[config.mk]
export PLATFORM = sky130hd
export DESIGN_NAME = mem_access_unit
export DESIGN_NICKNAME = d
export VERILOG_FILES = /design/src/rtl/mem_access_unit.sv
export SDC_FILE = /design/constraint.sdc
export NUM_CORES = 1
export LEC_CHECK = 0
export ABC_AREA = 0
export CORE_UTILIZATION = 35
export DETAILED_ROUTE_END_ITERATION = 10
export GPL_TIMING_DRIVEN = 0
export PLACE_DENSITY = 0.67
export SLEW_MARGIN = 20
export SYNTH_ARGS = -nofsm -noshare
export SYNTH_HDL_FRONTEND = slang
export SYNTH_SLANG_ARGS = --single-unit
[constraint.sdc]
create_clock -name clk -period 5.9 [get_ports clk]
set_input_delay 0.59 -clock clk [delete_from_list [all_inputs] [get_ports clk]]
set_output_delay 0.59 -clock clk [all_outputs]
set_load 0.03 [all_outputs]
[src/rtl/mem_access_unit.sv]
// rtl/mem_access_unit.sv - M-stage load/store unit bridging the pipeline to a request/grant data bus
module mem_access_unit #(
   parameter int unsigned TIMEOUT_CYCLES = 255,
   parameter logic [31:0] RESET_RDATA    = 32'h0000_0000
) (
   input  logic        clk,
   input  logic        rst,
   input  logic        RegWriteM,
   input  logic [1:0]  ResultSrcM,
   input  logic        MemWriteM,
   input  logic [31:0] ALUResultM,
   input  logic [31:0] WriteDataM,
   input  logic [2:0]  funct3M,
   output logic        dbus_req,
   output logic        dbus_we,
   output logic [31:0] dbus_addr,
   output logic [31:0] dbus_wdata,
   output logic [3:0]  dbus_be,
   input  logic        dbus_gnt,
   input  logic        dbus_rvalid,
   input  logic [31:0] dbus_rdata,
   output logic [31:0] ReadDataM,
   output logic        StallM,
   output logic        RegWriteMOut,
   output logic        FaultM
);

   localparam int unsigned CW = $clog2(TIMEOUT_CYCLES + 1);
   // Fault fires in the WAIT_R cycle that would complete TIMEOUT_CYCLES cycles without rvalid
   localparam logic [CW-1:0] CNT_LAST = CW'(TIMEOUT_CYCLES - 1);

   typedef enum logic [1:0] {IDLE, REQ, WAIT_R, DONE} state_t;

   state_t      state_q, state_d;
   logic [CW-1:0] cnt_q, cnt_d;
   logic        req_q, req_d;
   logic        we_q, we_d;
   logic [31:0] addr_q, addr_d;
   logic [31:0] wdata_q, wdata_d;
   logic [3:0]  be_q, be_d;
   logic [2:0]  f3_q, f3_d;
   logic [1:0]  off_q, off_d;
   logic [31:0] rdata_q, rdata_d;

   logic        op, illegal, misaligned, fault;
   logic [3:0]  be_calc;
   logic [31:0] wdata_calc, rshift, load_ext;

   // Decode the M-stage request: size legality, alignment, lane enables and replicated store data
   always_comb begin
      op         = MemWriteM | (ResultSrcM == 2'b01);
      illegal    = (funct3M == 3'b011) || (funct3M == 3'b110) || (funct3M == 3'b111);
      misaligned = ((funct3M[1:0] == 2'b01) && ALUResultM[0]) ||
                   ((funct3M[1:0] == 2'b10) && (ALUResultM[1:0] != 2'b00));
      be_calc    = 4'b1111;
      wdata_calc = WriteDataM;
      case (funct3M[1:0])
         2'b00: begin
            be_calc    = 4'b0001 << ALUResultM[1:0];
            wdata_calc = {4{WriteDataM[7:0]}};
         end
         2'b01: begin
            be_calc    = 4'b0011 << ALUResultM[1:0];
            wdata_calc = {2{WriteDataM[15:0]}};
         end
         default: ;
      endcase
   end

   // Align the returned word to the captured byte offset and extend per the captured load size
   always_comb begin
      rshift   = dbus_rdata >> {off_q, 3'b000};
      load_ext = dbus_rdata;
      case (f3_q)
         3'b000:  load_ext = {{24{rshift[7]}}, rshift[7:0]};
         3'b001:  load_ext = {{16{rshift[15]}}, rshift[15:0]};
         3'b100:  load_ext = {24'h0, rshift[7:0]};
         3'b101:  load_ext = {16'h0, rshift[15:0]};
         default: load_ext = dbus_rdata;
      endcase
   end

   // Next-state logic; bus outputs are latched on leaving IDLE so they stay stable until grant
   always_comb begin
      state_d = state_q;
      cnt_d   = cnt_q;
      req_d   = req_q;
      we_d    = we_q;
      addr_d  = addr_q;
      wdata_d = wdata_q;
      be_d    = be_q;
      f3_d    = f3_q;
      off_d   = off_q;
      rdata_d = rdata_q;
      fault   = 1'b0;
      case (state_q)
         IDLE: begin
            cnt_d = '0;
            if (op) begin
               if (illegal || misaligned) begin
                  fault = 1'b1;
               end else begin
                  req_d   = 1'b1;
                  we_d    = MemWriteM;
                  addr_d  = {ALUResultM[31:2], 2'b00};
                  wdata_d = wdata_calc;
                  be_d    = be_calc;
                  f3_d    = funct3M;
                  off_d   = ALUResultM[1:0];
                  state_d = REQ;
               end
            end
         end
         REQ: begin
            if (dbus_gnt) begin
               req_d   = 1'b0;
               cnt_d   = '0;
               state_d = we_q ? DONE : WAIT_R;
            end
         end
         WAIT_R: begin
            if (dbus_rvalid) begin
               rdata_d = load_ext;
               state_d = DONE;
            end else if (cnt_q == CNT_LAST) begin
               fault   = 1'b1;
               state_d = DONE;
            end else begin
               cnt_d = cnt_q + 1'b1;
            end
         end
         default: begin
            cnt_d   = '0;
            state_d = IDLE;
         end
      endcase
   end

   // State and registered bus/read-data outputs
   always_ff @(posedge clk) begin
      if (rst) begin
         state_q <= IDLE;
         cnt_q   <= '0;
         req_q   <= 1'b0;
         we_q    <= 1'b0;
         addr_q  <= '0;
         wdata_q <= '0;
         be_q    <= '0;
         f3_q    <= '0;
         off_q   <= '0;
         rdata_q <= RESET_RDATA;
      end else begin
         state_q <= state_d;
         cnt_q   <= cnt_d;
         req_q   <= req_d;
         we_q    <= we_d;
         addr_q  <= addr_d;
         wdata_q <= wdata_d;
         be_q    <= be_d;
         f3_q    <= f3_d;
         off_q   <= off_d;
         rdata_q <= rdata_d;
      end
   end

   assign dbus_req     = req_q;
   assign dbus_we      = we_q;
   assign dbus_addr    = addr_q;
   assign dbus_wdata   = wdata_q;
   assign dbus_be      = be_q;
   assign ReadDataM    = rdata_q;
   assign FaultM       = fault & ~rst;
   assign StallM       = op & (state_q != DONE) & ~fault & ~rst;
   assign RegWriteMOut = RegWriteM & ~FaultM;

endmodule

# Word level (Yosys, flattened, before mapping)
# Index checks and enable logic that the tools add are counted.
[totals]
reg_bits = 115
output_inout_bits = 105
word_cells = 82
[op_classes]
muxes = 23
n_shift = 3
addsub = 1
n_eq_ne = 19
n_reduce_logical = 16
bitwise_logic = 10
[op_table]
columns = ["op", "n"]
rows = [
  ["$pmux 32 s4", 1],
  ["$pmux 32 s2", 1],
  ["$shr 32x5->16", 1],
  ["$mux 8", 3],
  ["$pmux 8 s2", 1],
  ["$eq 3x3->1 const B", 4],
  ["$ne 2x2->1 const B", 6],
  ["$mux 2", 5],
  ["$add 8x1->8 const B", 1],
  ["$eq 8x8->1 const B", 1],
  ["$mux 1", 8],
  ["$pmux 4 s2", 1],
  ["$reduce_and 4->1", 2],
  ["$eq 2x1->1 const B", 3],
  ["$pmux 2 s3", 1],
  ["$reduce_and 3->1", 2],
  ["$and 1x1->1", 5],
  ["$eq 2x2->1 const B", 2],
  ["$logic_not 2->1", 2],
  ["$logic_or 1x1->1", 4],
  ["$not 1->1", 4],
  ["$pmux 1 s2", 2],
  ["$reduce_bool 2->1", 2],
  ["$shl 1x2->4 const A", 1],
  ["other kinds (8)", 9],
]

# Depth between registers and ports, before layout
# Gate-level depths: netlist (run 1).
[depth]
word_depth = 10
mapped_depth = 8

# Least setup slack after synthesis (run 1)
# Ideal clock, no wire load.
[synth_path]
kind = "input to output"
startpoint = "input port ALUResultM[0]"
endpoint = "output port StallM"
path_stages = 4
arrival_ns = 2.077
setup_slack_ns = 3.233
path_cell_list = "nor4_4 or2_2 o21ai_0 nor4_1"
[synth_via]
elab_chain_cells = 10
elab_cells_between_ends = 11
cone_classes = "mux: 3; bitwise: 3; reduce/logical: 5"
[synth_rtl]
columns = ["item", "line", "source"]
rows = [
  ["start, declared", "11", "input logic [31:0] ALUResultM,"],
  ["$reduce_bool 2->1", "54", "((funct3M[1:0] == 2'b10) && (ALUResultM[1:0] != 2'b00));"],
  ["$logic_and 1x1->1", "54", ""],
  ["$logic_or 1x1->1 *", "53", "misaligned = ((funct3M[1:0] == 2'b01) && ALUResultM[0]) ||"],
  ["$logic_or 1x1->1 *", "100", "if (illegal || misaligned) begin"],
  ["$mux 1 *", "100", ""],
  ["$mux 1 *", "99", "if (op) begin"],
  ["$pmux 1 s2 *", "96", "case (state_q)"],
  ["$not 1->1 *", "173", "assign StallM = op & (state_q != DONE) & ~fault & ~rst;"],
  ["$and 1x1->1 * (2 in a row)", "173", ""],
  ["end, declared", "23", "output logic StallM,"],
]
# Mark *: on every way between the ends. The rest lies on a longest branch, timed or not.

# Final worst setup path (run 1)
[layout_path]
startpoint = "input port ALUResultM[0]"
endpoint = "output port FaultM"
[layout_via]
elab_chain_cells = 8
elab_cells_between_ends = 9
cone_classes = "mux: 3; bitwise: 1; reduce/logical: 5"
[layout_rtl]
columns = ["item", "line", "source"]
rows = [
  ["$reduce_bool 2->1", "54", ""],
  ["$logic_and 1x1->1", "54", ""],
  ["$logic_or 1x1->1 *", "53", ""],
  ["$logic_or 1x1->1 *", "100", ""],
  ["$mux 1 *", "100", ""],
  ["$mux 1 *", "99", ""],
  ["$pmux 1 s2 *", "96", ""],
  ["$and 1x1->1 *", "172", "assign FaultM = fault & ~rst;"],
  ["end, declared", "25", "output logic FaultM"],
]
# Marks and branches as above.

==> results of run 1 <==
[worst min-delay path, cell delays in order (launching register included)]
cell     delay [ns]
dfxtp_1        0.30
nand2_1        0.05
a21oi_1        0.05
[per-layer routing]
layer	GRT usage, %	vias to the layer above	wire length (um)
li1	-	2813	-
met1	29.1	2569	8230
met2	35.8	188	8280
met3	6.84	40	1110
met4	12.1	0	601
met5	0	-	0
[final cells by class]
cell class	count	area [um2]	share of cell area, %
Clock buffer	28	547	6.58
Clock inverter	3	40.0	0.482
Sequential cell	115	2300	27.7
Timing Repair Buffer	208	2080	25.1
Tap cell	188	235	2.83
Buffer	56	246	2.97
Multi-Input combinational cell	490	2830	34.0
Inverter	7	26.3	0.316
[cell usage in the layout (no fill, tap or decap), types with 8 or more instances in the layout]
cell and instances:
nand2_1 142, o211ai_1 14, o21a_1 16, clkdlybuf4s50_1 208
clkbuf_1 39, and2_1 18, a211oi_1 13, a311oi_1 9
clkbuf_16 17, o21ai_0 54, a21oi_1 76, dfxtp_1 115
mux2i_1 28, nor2_1 33, buf_2 14, o221ai_1 8
clkbuf_8 8
[final timing paths]
path	start	end	depth (start not counted)
min reg2reg	dbus_addr[24]$_SDFFE_PP0P_	dbus_addr[24]$_SDFFE_PP0P_	2
min	dbus_addr[24]$_SDFFE_PP0P_	dbus_addr[24]$_SDFFE_PP0P_	2
max	ALUResultM[0]	FaultM	6
max reg2reg	off_q[1]$_SDFFE_PP0P_	ReadDataM[30]$_SDFFE_PP0P_	6
[metrics by stage]
| stage | power (mW) | instances | worst slack (ns) |
|---|---|---|---|
| floorplan | 1.70 | 668 | 3.23 |
| global placement | 2.17 | 1064 | 2.41 |
| detailed placement | 2.18 | 1064 | 2.41 |
| CTS | 3.20 | 1095 | 2.40 |
| global route | 3.34 | 1095 | 2.27 |
| finish | 3.18 | 1095 | 2.38 |
[sequential cells by signal, indices dropped and copies added, names as in the netlist]
signal      cells
dbus_wdata     32
ReadDataM      32
f3_q            3
state_q         2
dbus_we         1
cnt_q           8
dbus_req        1
dbus_be         4
off_q           2
dbus_addr      30
[report_power, final]
part / switching [mW] / total (mW) / internal (mW)
clock network: 0.347 / 1.01 / 0.665
registers: 0.0762 / 0.997 / 0.921
logic: 0.691 / 1.17 / 0.479
[cell families after synthesis]
kind of cell             count (synthesis)  share of synthesized area (%)
AND/OR/NAND/NOR                        234                           19.5
buffers and inverters                   63                           5.05
multiplexers                            30                           5.82
adder cells (fa/ha/maj)                  6                           1.39
other                                    1                         0.0695
AO/OA/AOI/OAI                          218                           25.5
flip-flops                             115                           42.7
==> metrics.txt, run 1 <==
DRC=0; routability congestion estimate from global placement=0.831; largest net degree at the start of global routing=17; Syn Inst Count=667; Final Hold Fails=0; final core occ=54.8%; Synth Cell Area=0.00540 mm2; drt total wl=18.2 mm; CP cell instances=clkdlybuf4s50_1, a21oi_1, or2_2, o21ai_0, and2_1, clkdlybuf4s50_1; Initial Util=35.6%; Slew Viols, Final=0; Setup Fix Bufs, Post-CTS=0; IO Pins=212; Worst-Skew Late Latency=0.42 ns; CP Max Fanout=6; via count=5610; clock sinks=115; FILL cells=1426; Die Y=126 um; Top FF cell, synth=dfxtp_1; layout cells sized above 1=6.06%; IO Port Bufs=208; CTS Hold Buffers Added=0; # rows=45; Via density=5.12; Min Clock Period, post-route=3.52 ns; maxcap violations=0; syn avg cell area=8.09 um2; DR pass1 iterations=5; YS warnings=0; core footprint=0.0151 mm2; number of diodes=0; Resized cells post-CTS=0; Final Hold Slack=0.451 ns; register area share after synthesis=42.7%; Iteration-0 DRC Markers=348; Post-synth top cells=nand2_1, dfxtp_1, a21oi_1; type of origin of the critical path=primary input; Worst setup EP type=output port; Clock Path Buffers=2; WP buf/inv=2; Max-Slew Margin vs Limit=51.3%; root buf cell=clkbuf_16; Post-synth EDFFs=0; Slowest-stage cell, CP=clkdlybuf4s50_1; placed cell area=0.00772 mm2; endpoints failing setup=0; largest cells by area after synthesis=dfxtp_1, nand2_1, a21oi_1; Pleak=2.93 nW; RSZ-0062 raised after global routing=false; Area Overhead vs Synth=53.9%; pwr dens=383 mW/mm2; Num CTS Buffers=17; routed len/inst=16.6 um; period utilization=59.7%; status=finished, final reports clean; CP arrival=2.93 ns; Yosys top cell area share=42.7%; nets@finish=1008; CTS tree=yes; Crit Path Class=primary input to output port; TNS Setup=0 ns; total gr overflow=0; slowest stage delay, CP=0.66 ns; first-pass GRT wire length=28.5 mm; Post-DP HPWL=13.8 mm; Clock H-tree levels=4; Hold Path Class=register to register; post-route antenna net violation count=0; design area=0.00830 mm2; maximum clock frequency=284 MHz; Reg2Reg Setup Slack=3.69 ns; required time of the critical path=5.31 ns; Worst-Margin Slew=0.722 ns; post-synth cell types=52; Post-synth ARST share=0%; Clock Skews=0.0122 ns; die width=126 um; number of global-route vias before repair=5391; most frequent CP cell=clkdlybuf4s50_1; CP delay by family, top=buffers and inverters; Max IR drop VDD=0.216 mV; most common cell in the synthesized netlist=nand2_1; Die Footprint=0.0159 mm2; initial antenna violation count=0; Yosys top cell by area=dfxtp_1; clk slew on worst S/H paths=0.05 ns; gr usage total=23.2%; #FFs+latches synth=115
No activity file was read; power rests on OpenSTA's default activity.
==> run 2: changes to the inputs <==
==> constraint.sdc (replaced) <==
create_clock -name clk -period 3.41 [get_ports clk]
set_input_delay 0.341 -clock clk [delete_from_list [all_inputs] [get_ports clk]]
set_output_delay 0.341 -clock clk [all_outputs]
set_load 0.03 [all_outputs]
==> results of run 2 <==
The final DEF is identical to that of run 1. Status: finished, final reports clean.
Among the figures that moved: setup slack after placement 2.41 ns -> 0.415 ns; setup slack after layout 2.38 ns -> 0.384 ns; hold slack 0.451 ns -> 0.315 ns; register-to-register setup slack 3.69 ns -> 1.20 ns; end point of the worst hold path dbus_addr[24]$_SDFFE_PP0P_ -> state_q[0]$_SDFFE_PP0P_; total power 3.18 mW -> 5.50 mW; worst IR drop on VDD 0.216 mV -> 0.373 mV
